### src/rtl/systolic_stream_ctrl.sv
// Front-end controller for an N x N systolic array. It buffers the host weight and activation tiles,
// fetches both tiles, publishes the weights, and feeds the activations into the rows with a diagonal skew.
module systolic_stream_ctrl #(
  parameter int N         = 4,
  parameter int DW        = 32,
  parameter int AW        = $clog2(N*N),
  parameter int DRAIN_CYC = 1
) (
  input  logic                  clk,
  input  logic                  rst,
  input  logic                  start,
  input  logic                  abort,
  input  logic                  mem_we,
  input  logic [AW-1:0]         mem_addr,
  input  logic [DW-1:0]         weight_din,
  input  logic [DW-1:0]         act_din,
  output logic [N*DW-1:0]       act_row_out,
  output logic [N-1:0]          act_valid,
  output logic [N*N*DW-1:0]     weight_flat_out,
  output logic                  weight_valid,
  output logic                  busy,
  output logic                  done
);
  localparam int NN = N*N;
  localparam int FW = $clog2(NN+1);
  localparam int CW = $clog2(2*N);
  localparam logic [FW-1:0] F_LAST = FW'(NN);
  localparam logic [CW-1:0] C_LAST = CW'(2*N-1);
  localparam logic [7:0]    D_LAST = 8'(DRAIN_CYC-1);

  typedef enum logic [2:0] {IDLE, FETCH, EXECUTE, DRAIN, DONE} state_t;

  state_t          state, state_nxt;
  logic [FW-1:0]   f;
  logic [CW-1:0]   c;
  logic [7:0]      d;
  logic [DW-1:0]   wmem [NN];
  logic [DW-1:0]   amem [NN];
  logic [DW-1:0]   act_reg [NN];
  logic [DW-1:0]   w_rd_p1, a_rd_p1;
  logic [AW-1:0]   cap_idx;
  logic [N*DW-1:0] row_nxt;
  logic [N-1:0]    vld_nxt;
  logic            kill;

  function automatic logic [AW-1:0] feed_idx(input logic [CW-1:0] cnt, input int r);
    return AW'((int'(cnt) - r) * N + r);
  endfunction

  assign kill    = abort && (state != IDLE);
  assign cap_idx = AW'(f - FW'(1));
  assign busy    = (state != IDLE);
  assign done    = (state == DONE);

  // Stage p0 -> p1: tile memories, host writes accepted only while idle
  always_ff @(posedge clk) begin
    if (mem_we && state == IDLE) begin
      wmem[mem_addr] <= weight_din;
      amem[mem_addr] <= act_din;
    end
    if (state == FETCH && f < F_LAST) begin
      w_rd_p1 <= wmem[f[AW-1:0]];
      a_rd_p1 <= amem[f[AW-1:0]];
    end
    if (state == FETCH && f != '0 && !abort)
      act_reg[cap_idx] <= a_rd_p1;
  end

  always_comb begin
    state_nxt = state;
    unique case (state)
      IDLE:    if (start) state_nxt = FETCH;
      FETCH:   if (f == F_LAST) state_nxt = EXECUTE;
      EXECUTE: if (c == C_LAST) state_nxt = DRAIN;
      DRAIN:   if (d == D_LAST) state_nxt = DONE;
      DONE:    state_nxt = IDLE;
      default: state_nxt = IDLE;
    endcase
    if (kill) state_nxt = IDLE;
  end

  // Row r carries act[k*N + r] while k = c - r lies in 0..N-1
  always_comb begin
    row_nxt = '0;
    vld_nxt = '0;
    for (int r = 0; r < N; r++) begin
      if (int'(c) >= r && int'(c) - r < N) begin
        row_nxt[r*DW +: DW] = act_reg[feed_idx(c, r)];
        vld_nxt[r]          = 1'b1;
      end
    end
  end

  // Stage p1 -> p2: capture fetched words, drive the skewed row outputs
  always_ff @(posedge clk or posedge rst) begin
    if (rst) begin
      state           <= IDLE;
      f               <= '0;
      c               <= '0;
      d               <= '0;
      act_row_out     <= '0;
      act_valid       <= '0;
      weight_flat_out <= '0;
      weight_valid    <= 1'b0;
    end else begin
      state <= state_nxt;
      if (kill) begin
        act_row_out  <= '0;
        act_valid    <= '0;
        weight_valid <= 1'b0;
      end else begin
        unique case (state)
          IDLE: begin
            if (start) begin
              f            <= '0;
              weight_valid <= 1'b0;
            end
          end
          FETCH: begin
            if (f != '0)
              weight_flat_out[int'(cap_idx)*DW +: DW] <= w_rd_p1;
            if (f == F_LAST) begin
              weight_valid <= 1'b1;
              c            <= '0;
            end else begin
              f <= f + FW'(1);
            end
          end
          EXECUTE: begin
            act_row_out <= row_nxt;
            act_valid   <= vld_nxt;
            if (c == C_LAST) d <= '0;
            else             c <= c + CW'(1);
          end
          DRAIN: begin
            act_row_out <= '0;
            act_valid   <= '0;
            if (d != D_LAST) d <= d + 8'd1;
          end
          default: ;
        endcase
      end
    end
  end
endmodule

### config.mk
export PLATFORM = sky130hd
export DESIGN_NAME = systolic_stream_ctrl
export DESIGN_NICKNAME = d
export VERILOG_FILES = /design/src/rtl/systolic_stream_ctrl.sv
export SDC_FILE = /design/constraint.sdc
export NUM_CORES = 2
export LEC_CHECK = 0
export CELL_PAD_IN_SITES_DETAIL_PLACEMENT = 0
export CELL_PAD_IN_SITES_GLOBAL_PLACEMENT = 1
export CORE_AREA = 2 2 440 442
export DETAILED_ROUTE_END_ITERATION = 10
export DIE_AREA = 0 0 442 444
export GPL_ROUTABILITY_DRIVEN = 0
export GPL_TIMING_DRIVEN = 1
export PLACE_DENSITY = 0.77
export SLEW_MARGIN = 0
export SYNTH_ARGS = -nofsm -noshare
export SYNTH_HDL_FRONTEND = slang
export SYNTH_SLANG_ARGS = --single-unit
### constraint.sdc
create_clock -name clk -period 21.8 [get_ports clk]
set_clock_uncertainty 0.05 [all_clocks]
set_input_delay 3.27 -clock clk [delete_from_list [all_inputs] [get_ports clk]]
set_output_delay 3.27 -clock clk [all_outputs]
set_load 0.01 [all_outputs]
==> impl_metrics.sql <==
INSERT INTO impl_metrics (metric_group, metric, value, unit) VALUES
('status', 'run_status', 'complete, no violations', ''),
('layout', 'area_growth_syn_to_layout', '20.2', '%'),
('route', 'routed_wl', '223000', 'um'),
('clocking', 'numClockSinks', '2264', ''),
('route', 'route.detailed.wl_per_inst', '28.9', 'um'),
('timing', 'transition_time_at_the_pin_with_the_least_slew_margin', '1.16', 'ns'),
('die', 'die_height', '444', 'um'),
('route', 'drc', '0', ''),
('pwr', 'post-layout-total-power', '9.06', 'mW'),
('timing', 'highest_clock_rate', '158', 'MHz'),
('global_route', 'grt_antenna_before_repair', '38', ''),
('synth', 'summed_instance_area_of_the_synthesized_netlist', '85900', 'um^2'),
('setup_path', 'worst_setup_path_start_kind', 'flip-flop', ''),
('clocking', 'clk_root_buffer_cell', 'sky130_fd_sc_hd__clkbuf_16', ''),
('synth', 'synthCells', '4261', ''),
('synth', 'async_sr_flop_fraction', '0.293', ''),
('global_route', 'grt.overflow.total', '0', ''),
('global_route', 'grt_first_pass_wirelength', '321000', 'um'),
('synth', 'area_leader_netlist', 'sky130_fd_sc_hd__edfxtp_1', ''),
('die', 'std_cell_rows', '161', ''),
('clocking', 'post-cts-setup-buffers', '0', ''),
('synth', 'synth.top_cells.by_count', 'sky130_fd_sc_hd__edfxtp_1 (1600), sky130_fd_sc_hd__dfrtp_1 (664), sky130_fd_sc_hd__mux4_2 (448), sky130_fd_sc_hd__mux2_2 (384), sky130_fd_sc_hd__nand2_1 (181)', ''),
('route', 'via_count', '43800', ''),
('clocking', 'clock_tree_from_tritoncts', 'yes', ''),
('min_path', 'min_delay_path_depth', '2', ''),
('clocking', 'h-tree-depth', '4', ''),
('layout', 'layout-drive-gt1-share', '0.257', ''),
('die', 'effective_utilization_at_floorplan', '0.448', ''),
('route', 'drt_iter0_markers', '3866', ''),
('placed_design', 'post-dp-hpwl', '137000', 'um'),
('synth', 'synth-edff-count', '1600', ''),
('synth', 'synth_seq_cells', '2264', ''),
('synth', 'synth_most_common_cell', 'sky130_fd_sc_hd__edfxtp_1', ''),
('synth', 'synth-seq-area-share', '0.753', ''),
('synth', 'syn_avg_cell_area', '20.1', 'um^2'),
('timing', 'finalSetupViolCount', '0', ''),
('job', 'drv.max_cap_violation_count', '0', ''),
('setup_path', 'crit_arrival', '3.02', 'ns'),
('layout', 'stdcell_area', '103000', 'um^2'),
('timing', 'finalMaxSlewViolations', '0', ''),
('synth', 'yosys.area.top_type_share', '0.560', ''),
('timing', 'finalWorstSetupSlack', '15.46', 'ns'),
('placed_design', 'place.port_buffers', '719', ''),
('layout', 'design.final.nets', '5104', ''),
('pwr', 'standby_leakage_power', '37.2', 'nW'),
('clocking', 'post_cts_resize_count', '0', ''),
('die', 'chipWidth', '442', 'um'),
('timing', 'timing_hold_violations_final', '0', ''),
('die', 'io_pins', '720', ''),
('clocking', 'cts_hold_buffers', '0', ''),
('route', 'firstDrtPassIters', '5', ''),
('setup_path', 'worstReg2RegEnd', 'weight_flat_out[263]$_DFFE_PP0P_', ''),
('timing', 'timing.hold.ws', '0.425', 'ns'),
('min_path', 'hold_path_class', 'flip-flop to flip-flop', ''),
('setup_path', 'critPathRequiredTime', '18.48', 'ns'),
('setup_path', 'rr_worst_depth', '10', ''),
('placed_design', 'place_area', '96200', 'um^2'),
('clocking', 'cts_made_buffers', '212', ''),
('setup_path', 'crit_fanout', '10', ''),
('setup_path', 'startpoint', 'state[2]$_DFFE_PP0P_', ''),
('synth', 'synth.net_count', '4349', ''),
('route', 'ant_nets', '0', ''),
('clocking', 'worstSkewPairLatency', '0.85', 'ns'),
('clocking', 'clockBufferDepth', '3', ''),
('layout', 'fill_cells', '14700', ''),
('setup_path', 'worstReg2RegStart', 'f[0]$_DFFE_PP0P_', ''),
('layout', 'final-instance-count-excl-fill', '7743', ''),
('synth', 'post_synth_main_area_contributors', 'sky130_fd_sc_hd__edfxtp_1 (56%), sky130_fd_sc_hd__dfrtp_1 (19%), sky130_fd_sc_hd__mux4_2 (12%)', ''),
('min_path', 'min_to', 'weight_flat_out[306]$_DFFE_PP0P_', ''),
('global_route', 'largest_net_degree_at_the_start_of_global_routing', '155', ''),
('setup_path', 'endpoint_kind', 'primary output', '');
-- cells by family (layout without fill, tap and decap cells) --
kind of cell,count (synthesis),after routing,synth area share
and+or+nand+nor,514,514,0.0296
muxes,899,899,0.178
adders and majority gates,15,15,0.00219
DFF,2264,2264,0.753
buffers and inverters,317,1256,0.0150
AOI/OAI and AO/OA,243,243,0.0208
other,0,17,0
xor gates and xnor gates,9,9,0.00125
-- critical path, stage by stage (launching register included) --
cell and delay (ns):
sky130_fd_sc_hd__dfrtp_1 0.56, sky130_fd_sc_hd__inv_1 0.19, sky130_fd_sc_hd__nor3_1 0.75, sky130_fd_sc_hd__clkdlybuf4s50_1 0.68
-- power breakdown --
group          switching (mW)  total [mW]  internal (mW)
Clock                    1.62        3.67           2.05
Combinational           0.316       0.571          0.255
Sequential              0.106        4.82           4.71
-- final cells by class --
cell class,instances,area [um^2],area share
antenna,17,42.5,0.000412
clock buffer,281,5810,0.0563
clock inverter,117,1170,0.0114
inverter,51,200,0.00194
multi-input combinational,1680,20200,0.196
sequential,2264,64700,0.627
tap,2526,3160,0.0306
timing repair buffer,807,7900,0.0765
-- placed cells by master (no fill, tap or decap), types with 46 or more instances in the layout --
cell type                            n
sky130_fd_sc_hd__edfxtp_1         1600
sky130_fd_sc_hd__clkdlybuf4s50_1   719
sky130_fd_sc_hd__dfrtp_1           659
sky130_fd_sc_hd__mux4_2            448
sky130_fd_sc_hd__mux2_2            384
sky130_fd_sc_hd__clkbuf_16         213
sky130_fd_sc_hd__nand2_1           180
sky130_fd_sc_hd__and2_1            104
sky130_fd_sc_hd__a22o_1             98
sky130_fd_sc_hd__buf_4              85
sky130_fd_sc_hd__nor2_1             79
sky130_fd_sc_hd__o21ai_0            74
sky130_fd_sc_hd__inv_1              49
sky130_fd_sc_hd__clkbuf_1           46
-- routing by layer --
layer / global-route usage / vias up / wire, um
met1: 0.301 / 23500 / 89800
met3: 0.0363 / 383 / 13000
met2: 0.374 / 1525 / 112000
met4: 0.0901 / 12 / 8900
met5: 0 / - / 65
li1: - / 18400 / -
-- worst max path at each step --
stage	slack, ns	end	cells past startpoint
3_5_place_dp	14.88	c[0]$_DFFE_PP0P_	5
5_1_grt	15.37	c[0]$_DFFE_PP0P_	5
6_report	15.46	done	3
4_1_cts	15.39	done	3
3_3_place_gp	14.98	c[0]$_DFFE_PP0P_	5
2_1_floorplan	9.40	act_row_out[0]$_DFFE_PP0P_	1
Note: power is estimated with default switching activity, not from simulation.
